--- src/rtl/spad_pingpong_if.sv ---
// Producer/consumer bundle for the ping-pong scratchpad: streaming write port,
// random-access registered read port, and bank-ownership status.
interface spad_pingpong_if #(
    parameter int WIDTH = 8,
    parameter int DEPTH = 64,
    parameter int ADDR  = $clog2(DEPTH)
);
    logic             wr_valid;
    logic [WIDTH-1:0] wr_data;
    logic             wr_last;
    logic             wr_ready;

    logic             rd_bank_ready;
    logic [ADDR:0]    rd_len;
    logic             rd_en;
    logic [ADDR-1:0]  rd_addr;
    logic [WIDTH-1:0] rd_data;
    logic             rd_valid;
    logic             rd_done;

    logic             wr_bank;
    logic             rd_bank;

    // Producer and PE side: drives requests, observes status and read data.
    modport master (
        output wr_valid, wr_data, wr_last,
        input  wr_ready,
        input  rd_bank_ready, rd_len,
        output rd_en, rd_addr,
        input  rd_data, rd_valid,
        output rd_done,
        input  wr_bank, rd_bank
    );

    // Scratchpad side.
    modport slave (
        input  wr_valid, wr_data, wr_last,
        output wr_ready,
        output rd_bank_ready, rd_len,
        input  rd_en, rd_addr,
        output rd_data, rd_valid,
        input  rd_done,
        output wr_bank, rd_bank
    );
endinterface

--- src/rtl/spad_pingpong.sv ---
// Double-buffered scratchpad: the producer fills one bank while the PE reads the
// other; per-bank EMPTY/FILL/FULL state hands each bank between the two sides.
module spad_pingpong #(
    parameter int WIDTH = 8,
    parameter int DEPTH = 64,
    parameter int ADDR  = $clog2(DEPTH)
) (
    input  logic                  clk,
    input  logic                  rst,
    spad_pingpong_if.slave        bus
);

    typedef enum logic [1:0] {
        EMPTY = 2'd0,
        FILL  = 2'd1,
        FULL  = 2'd2
    } bank_st_t;

    bank_st_t         st     [2];
    bank_st_t         st_nxt [2];
    logic [ADDR:0]    len     [2];
    logic [ADDR:0]    len_nxt [2];
    logic             wb, wb_nxt;
    logic             rb, rb_nxt;
    logic [ADDR-1:0]  wp, wp_nxt;

    logic [WIDTH-1:0] mem [2][DEPTH];
    logic [WIDTH-1:0] rd_data_q;
    logic             rd_valid_q;

    logic             wr_ready_int;
    logic             rd_ready_int;
    logic             wr_fire;
    logic             wr_complete;
    logic             rd_fire;
    logic             rel_fire;
    logic             rd_in_range;

    // Handshake qualifiers. Accept and release can never target the same bank
    // in one cycle: accept needs a non-FULL write bank, release a FULL reader bank.
    assign wr_ready_int = !rst && (st[wb] != FULL);
    assign rd_ready_int = (st[rb] == FULL);
    assign wr_fire      = bus.wr_valid && wr_ready_int;
    assign wr_complete  = wr_fire && (bus.wr_last || (wp == ADDR'(DEPTH - 1)));
    assign rd_fire      = bus.rd_en && rd_ready_int;
    assign rel_fire     = bus.rd_done && rd_ready_int;
    assign rd_in_range  = ({1'b0, bus.rd_addr} < len[rb]);

    // NOTE: every signal assigned here gets a default first so no path leaves
    // it unassigned, which would otherwise infer a latch.
    always_comb begin
        st_nxt  = st;
        len_nxt = len;
        wb_nxt  = wb;
        rb_nxt  = rb;
        wp_nxt  = wp;

        if (wr_fire) begin
            st_nxt[wb] = FILL;
            wp_nxt     = wp + 1'b1;
            if (wr_complete) begin
                st_nxt[wb]  = FULL;
                len_nxt[wb] = {1'b0, wp} + 1'b1;
                wp_nxt      = '0;
                wb_nxt      = ~wb;
            end
        end

        if (rel_fire) begin
            st_nxt[rb]  = EMPTY;
            len_nxt[rb] = '0;
            rb_nxt      = ~rb;
        end
    end

    // NOTE: sequential state uses non-blocking assignments so every register
    // samples pre-edge values, regardless of block ordering.
    always_ff @(posedge clk or posedge rst) begin
        if (rst) begin
            st[0]  <= EMPTY;
            st[1]  <= EMPTY;
            len[0] <= '0;
            len[1] <= '0;
            wb     <= 1'b0;
            rb     <= 1'b0;
            wp     <= '0;
        end else begin
            st[0]  <= st_nxt[0];
            st[1]  <= st_nxt[1];
            len[0] <= len_nxt[0];
            len[1] <= len_nxt[1];
            wb     <= wb_nxt;
            rb     <= rb_nxt;
            wp     <= wp_nxt;
        end
    end

    // NOTE: the storage array has no reset; stale words are hidden by len
    // gating on the read side, so clearing them would buy nothing.
    always_ff @(posedge clk) begin
        if (wr_fire) begin
            mem[wb][wp] <= bus.wr_data;
        end
    end

    // Read uses the pre-edge reader bank, so a same-cycle release still reads
    // from the bank being handed back.
    always_ff @(posedge clk or posedge rst) begin
        if (rst) begin
            rd_data_q  <= '0;
            rd_valid_q <= 1'b0;
        end else if (rd_fire) begin
            rd_data_q  <= rd_in_range ? mem[rb][bus.rd_addr] : '0;
            rd_valid_q <= 1'b1;
        end else begin
            rd_valid_q <= 1'b0;
        end
    end

    assign bus.wr_ready      = wr_ready_int;
    assign bus.rd_bank_ready = rd_ready_int;
    assign bus.rd_len        = rd_ready_int ? len[rb] : '0;
    assign bus.rd_data       = rd_data_q;
    assign bus.rd_valid      = rd_valid_q;
    assign bus.wr_bank       = wb;
    assign bus.rd_bank       = rb;

endmodule

--- src/flat_wrapper.sv ---
// flat-port wrapper written by rule: the top's interface ports become plain ports
module spad_pingpong_flat 
#(
    parameter int WIDTH = 8,
    parameter int DEPTH = 64,
    parameter int ADDR  = $clog2(DEPTH)
)
  (clk, rst, bus_wr_valid, bus_wr_data, bus_wr_last, bus_wr_ready, bus_rd_bank_ready, bus_rd_len, bus_rd_en, bus_rd_addr, bus_rd_data, bus_rd_valid, bus_rd_done, bus_wr_bank, bus_rd_bank);
  spad_pingpong_if #(.WIDTH(WIDTH), .DEPTH(DEPTH), .ADDR(ADDR)) bus_i ();
  input  logic clk;
  input  logic rst;
  input wire logic [$bits(bus_i.wr_valid)-1:0] bus_wr_valid;
  input wire logic [$bits(bus_i.wr_data)-1:0] bus_wr_data;
  input wire logic [$bits(bus_i.wr_last)-1:0] bus_wr_last;
  output wire logic [$bits(bus_i.wr_ready)-1:0] bus_wr_ready;
  output wire logic [$bits(bus_i.rd_bank_ready)-1:0] bus_rd_bank_ready;
  output wire logic [$bits(bus_i.rd_len)-1:0] bus_rd_len;
  input wire logic [$bits(bus_i.rd_en)-1:0] bus_rd_en;
  input wire logic [$bits(bus_i.rd_addr)-1:0] bus_rd_addr;
  output wire logic [$bits(bus_i.rd_data)-1:0] bus_rd_data;
  output wire logic [$bits(bus_i.rd_valid)-1:0] bus_rd_valid;
  input wire logic [$bits(bus_i.rd_done)-1:0] bus_rd_done;
  output wire logic [$bits(bus_i.wr_bank)-1:0] bus_wr_bank;
  output wire logic [$bits(bus_i.rd_bank)-1:0] bus_rd_bank;
  assign bus_i.wr_valid = bus_wr_valid;
  assign bus_i.wr_data = bus_wr_data;
  assign bus_i.wr_last = bus_wr_last;
  assign bus_wr_ready = bus_i.wr_ready;
  assign bus_rd_bank_ready = bus_i.rd_bank_ready;
  assign bus_rd_len = bus_i.rd_len;
  assign bus_i.rd_en = bus_rd_en;
  assign bus_i.rd_addr = bus_rd_addr;
  assign bus_rd_data = bus_i.rd_data;
  assign bus_rd_valid = bus_i.rd_valid;
  assign bus_i.rd_done = bus_rd_done;
  assign bus_wr_bank = bus_i.wr_bank;
  assign bus_rd_bank = bus_i.rd_bank;
  spad_pingpong #(.WIDTH(WIDTH), .DEPTH(DEPTH), .ADDR(ADDR)) u_core (.clk(clk), .rst(rst), .bus(bus_i));
endmodule
--- config.mk ---
export PLATFORM = sky130hd
export DESIGN_NAME = spad_pingpong_flat
export DESIGN_NICKNAME = d
export VERILOG_FILES = /design/src/rtl/spad_pingpong_if.sv /design/src/rtl/spad_pingpong.sv /design/src/flat_wrapper.sv
export SDC_FILE = /design/constraint.sdc
export NUM_CORES = 1
export LEC_CHECK = 0
export ABC_AREA = 1
export CAP_MARGIN = 30
export CORE_ASPECT_RATIO = 0.6
export CORE_MARGIN = 2
export CORE_UTILIZATION = 35
export CTS_BUF_LIST = sky130_fd_sc_hd__clkbuf_8
export DETAILED_ROUTE_END_ITERATION = 8
export HOLD_SLACK_MARGIN = 0.02
export MAX_ROUTING_LAYER = met4
export SYNTH_ARGS = -nofsm -noshare
export SYNTH_HDL_FRONTEND = slang
export SYNTH_SLANG_ARGS = --single-unit
--- constraint.sdc ---
create_clock -name clk -period 7.5 [get_ports clk]
set_input_delay 2.25 -clock clk [delete_from_list [all_inputs] [get_ports clk]]
set_output_delay 2.25 -clock clk [all_outputs]
set_load 0.02 [all_outputs]
==> flow_metrics.py <==
metrics = {
    "worst_setup_path": {
        "arrival_ns": 3.52,
        "required_ns": 5.25,
        "critPathMaxFanout": 2,
        "path_cells": "clkdlybuf4s50_1 > inv_2 > o211a_1 > clkdlybuf4s50_1",
        "slowest_stage": "clkdlybuf4s50_1",
        "critPathLaunchType": "input port",
        "max_stage_delay_ns": 0.61,
        "crit_type": "in -> out",
        "cp-end-kind": "output port",
        "crit_top_cell": "clkdlybuf4s50_1",
    },
    "sta": {
        "setup_viol_count_final": 0,
        "post-route-period-util_pct": 77.0,
        "finalMaxSlewViolations": 0,
        "hold_viol": 0,
        "max-slew-margin-rel_pct": 29.3,
        "tns_ns": 0,
        "max_clock_freq_ghz": 0.173,
        "tightestPinTransition_ns": 1.06,
        "period_minus_slack_ns": 5.77,
        "rsz0062_at_grt": "false",
        "skew_ns": 0.0416,
    },
    "placed_design": {
        "dpl.hpwl_mm": 68.5,
        "gp_congestion": 0.910,
        "port_buffers": 39,
        "dp.cells": 5392,
    },
    "detailed_routing": {
        "vias": 29400,
        "wl_per_cell_microns": 21.3,
        "drc": 0,
        "vias_per_cell": 5.18,
        "drt_first_pass_iters": 6,
        "ant_nets": 0,
        "dr.first_iter.drc_count": 3985,
        "routed_wl_mm": 121,
    },
    "grt": {
        "grt_pass1_wl_mm": 180,
        "antenna_found_initial": 2,
        "overflow": 0,
        "grt_max_degree": 187,
        "grt_pass1_vias": 27400,
        "globalRouteTotalUtil_pct": 19.2,
    },
    "layout": {
        "fill_cells": 11900,
        "final_nets": 3892,
        "multi_input_area_sq_um": 10800,
        "fin_cells": 5669,
        "drive_above_1_share_pct": 7.25,
        "regArea_sq_um": 31600,
        "area_growth_syn_to_layout_pct": 10.4,
    },
    "logic_synthesis": {
        "yosysSeqAreaShare_pct": 72.0,
        "netlist_instances": 3845,
        "ys_ff_latch": 1059,
        "syn-num-nets": 3871,
        "synth_warnings": 0,
        "syn_area_sq_um": 43900,
        "avgSynthCellArea_sq_um": 11.4,
        "synth_cell_types": 31,
    },
    "clocking": {
        "cts_setup_buffers": 0,
        "path_clk_slew_ns": 0.07,
        "ctsResizeCount": 0,
        "htree_levels": 4,
        "cts_tree": "built",
        "holdBufCountCts": 0,
        "tritoncts.num_buffers": 148,
        "cts_sinks": 1059,
        "cts-root-buf": "clkbuf_8",
        "clkLatencyLatePin_ns": 0.82,
        "clockBufferDepth": 3,
    },
    "pwr": {
        "p_int_w": 0.00951,
        "peakVddDrop_mv": 0.286,
        "p_leak_nw": 17.5,
        "powerDensity_nw_per_um2": 295,
        "combPwrFrac_pct": 22.9,
        "switching_power_w": 0.00480,
        "clockPowerShare_pct": 30.3,
        "p_sw_share_pct": 33.6,
        "power_frac_seq_pct": 46.7,
    },
    "die": {
        "start_util_pct": 35.3,
        "die_height_microns": 278,
        "dieArea_sq_um": 128000,
        "io_pins": 40,
        "core-area_sq_um": 124000,
        "dieWidth_microns": 461,
        "num_rows": 100,
    },
    "worst_hold_path": {
        "min_path_type": "reg -> reg",
    },
    "job": {
        "drv_cap": 0,
    },
    "outcome": {
        "status": "completed",
    },
}
-- stage by stage --
stage | hold slack [ns] | total power, W | setup WS, ns | util [%] | cell area (sq um)
after global placement | 0.497 | 0.0100 | 1.70 | 36.6 | 45500
after global routing | 0.565 | 0.0150 | 1.68 | 39.0 | 48500
final | 0.516 | 0.0143 | 1.73 | 39.0 | 48500
after CTS | 0.521 | 0.0143 | 1.71 | 38.9 | 48400
after floorplan | 0.481 | 0.00904 | 1.85 | - | 43900
after detailed placement | 0.505 | 0.0101 | 1.72 | 36.7 | 45600
-- sequential cells by signal (all words and copies together) (netlist names) --
register and cells:
u_core.bus.rd_data 8, u_core.len 14, u_core.bus.rd_valid 1, u_core.st 4
u_core.wp 6, u_core.bus.wr_bank 1, u_core.mem 1024, u_core.bus.rd_bank 1
-- cells in the final DEF, fill, tap and decap left out, types with 4 or more instances in the layout --
cell,n
clkinv_1,23
nor2_1,125
buf_12,5
clkdlybuf4s50_1,27
inv_1,100
o21ai_0,12
clkinv_2,8
nand3_1,892
o22ai_1,11
nand2_1,1373
mux2i_1,4
nor3_1,38
clkbuf_8,162
dfrtp_1,33
a21oi_1,19
buf_2,15
buf_4,63
edfxtp_1,1024
ha_1,6
clkinvlp_4,7
-- cells in the mapped netlist, drive strengths merged --
cell / n / share of area (%)
edfxtp: 1024 / 70
nor2: 125 / 1.1
a21oi: 19 / 0.22
xor2: 1 / 0.020
nand3: 892 / 10
o21a: 2 / 0.034
xnor2: 1 / 0.020
o211a: 1 / 0.023
nor3: 41 / 0.47
a211oi: 1 / 0.046
clkinv: 1 / 0.0085
inv: 43 / 0.37
nand2: 1376 / 12
mux2i: 4 / 0.091
o21ai: 13 / 0.15
buf: 186 / 2.6
o22ai: 11 / 0.16
dfrtp: 35 / 2.0
ha: 6 / 0.17
clkbuf: 60 / 0.51
nor4: 1 / 0.014
o211ai: 1 / 0.017
a31oi: 1 / 0.014
-- path summary, 6_finish.rpt --
check	from	to	slack (ns)	cells after the start
setup / recovery	rst	bus_wr_ready	1.73	4
hold / removal	u_core.len[7]	u_core.len[7]	0.52	2
setup reg to reg	u_core.bus.rd_bank	u_core.bus.rd_data[7]	3.33	13
hold reg to reg	u_core.len[7]	u_core.len[7]	0.52	2
max in group asynchronous	rst	u_core.bus.rd_bank	5.14	3
min in group asynchronous	rst	u_core.len[3]	1.92	3
-- power groups by stage --
stage / clock, W / combinational [W] / sequential [W]
CTS: 0.00440 / 0.00325 / 0.00669
detailed placement: 0 / 0.00324 / 0.00681
global route: 0.00467 / 0.00361 / 0.00669
finish: 0.00434 / 0.00328 / 0.00669
global placement: 0 / 0.00320 / 0.00681
floorplan: 0 / 0.00227 / 0.00678
-- critical path, delay by kind of cell --
family          cells  cell delay, ns
buf+inv             3            1.10
compound gates      1            0.17
-- cells by family (layout without fill, tap and decap cells) --
kind of cell | after synthesis | count (layout) | share of synthesized area (%)
and+or+nand+nor | 2435 | 2435 | 23.5
DFF | 1059 | 1059 | 72.0
other | 0 | 1 | 0
muxes | 4 | 4 | 0.0912
AOI/OAI and AO/OA | 49 | 49 | 0.655
buffers and inverters | 290 | 430 | 3.53
xor gates and xnor gates | 2 | 2 | 0.0399
adders and majority gates | 6 | 6 | 0.171
-- routing by layer --
metal  wire length, microns  vias to the layer above  GRT usage, %
li1                       -                    13500             -
met1                  57700                    14400          29.8
met2                  47900                     1345          24.4
met3                  13200                      146          5.24
met4                   1730                        0          4.04
met5                      0                        -             -
-- area by class of cell --
class | instances | share of cell area [%]
flip-flops and latches | 1059 | 65.3
multi-input cells | 2496 | 22.2
clock buffers | 162 | 4.60
well taps | 1683 | 4.34
repair buffers | 117 | 2.11
clock inverters | 107 | 1.11
inverters | 44 | 0.379
diodes | 1 | 0.00516
No activity file was read; power rests on OpenSTA's default activity.
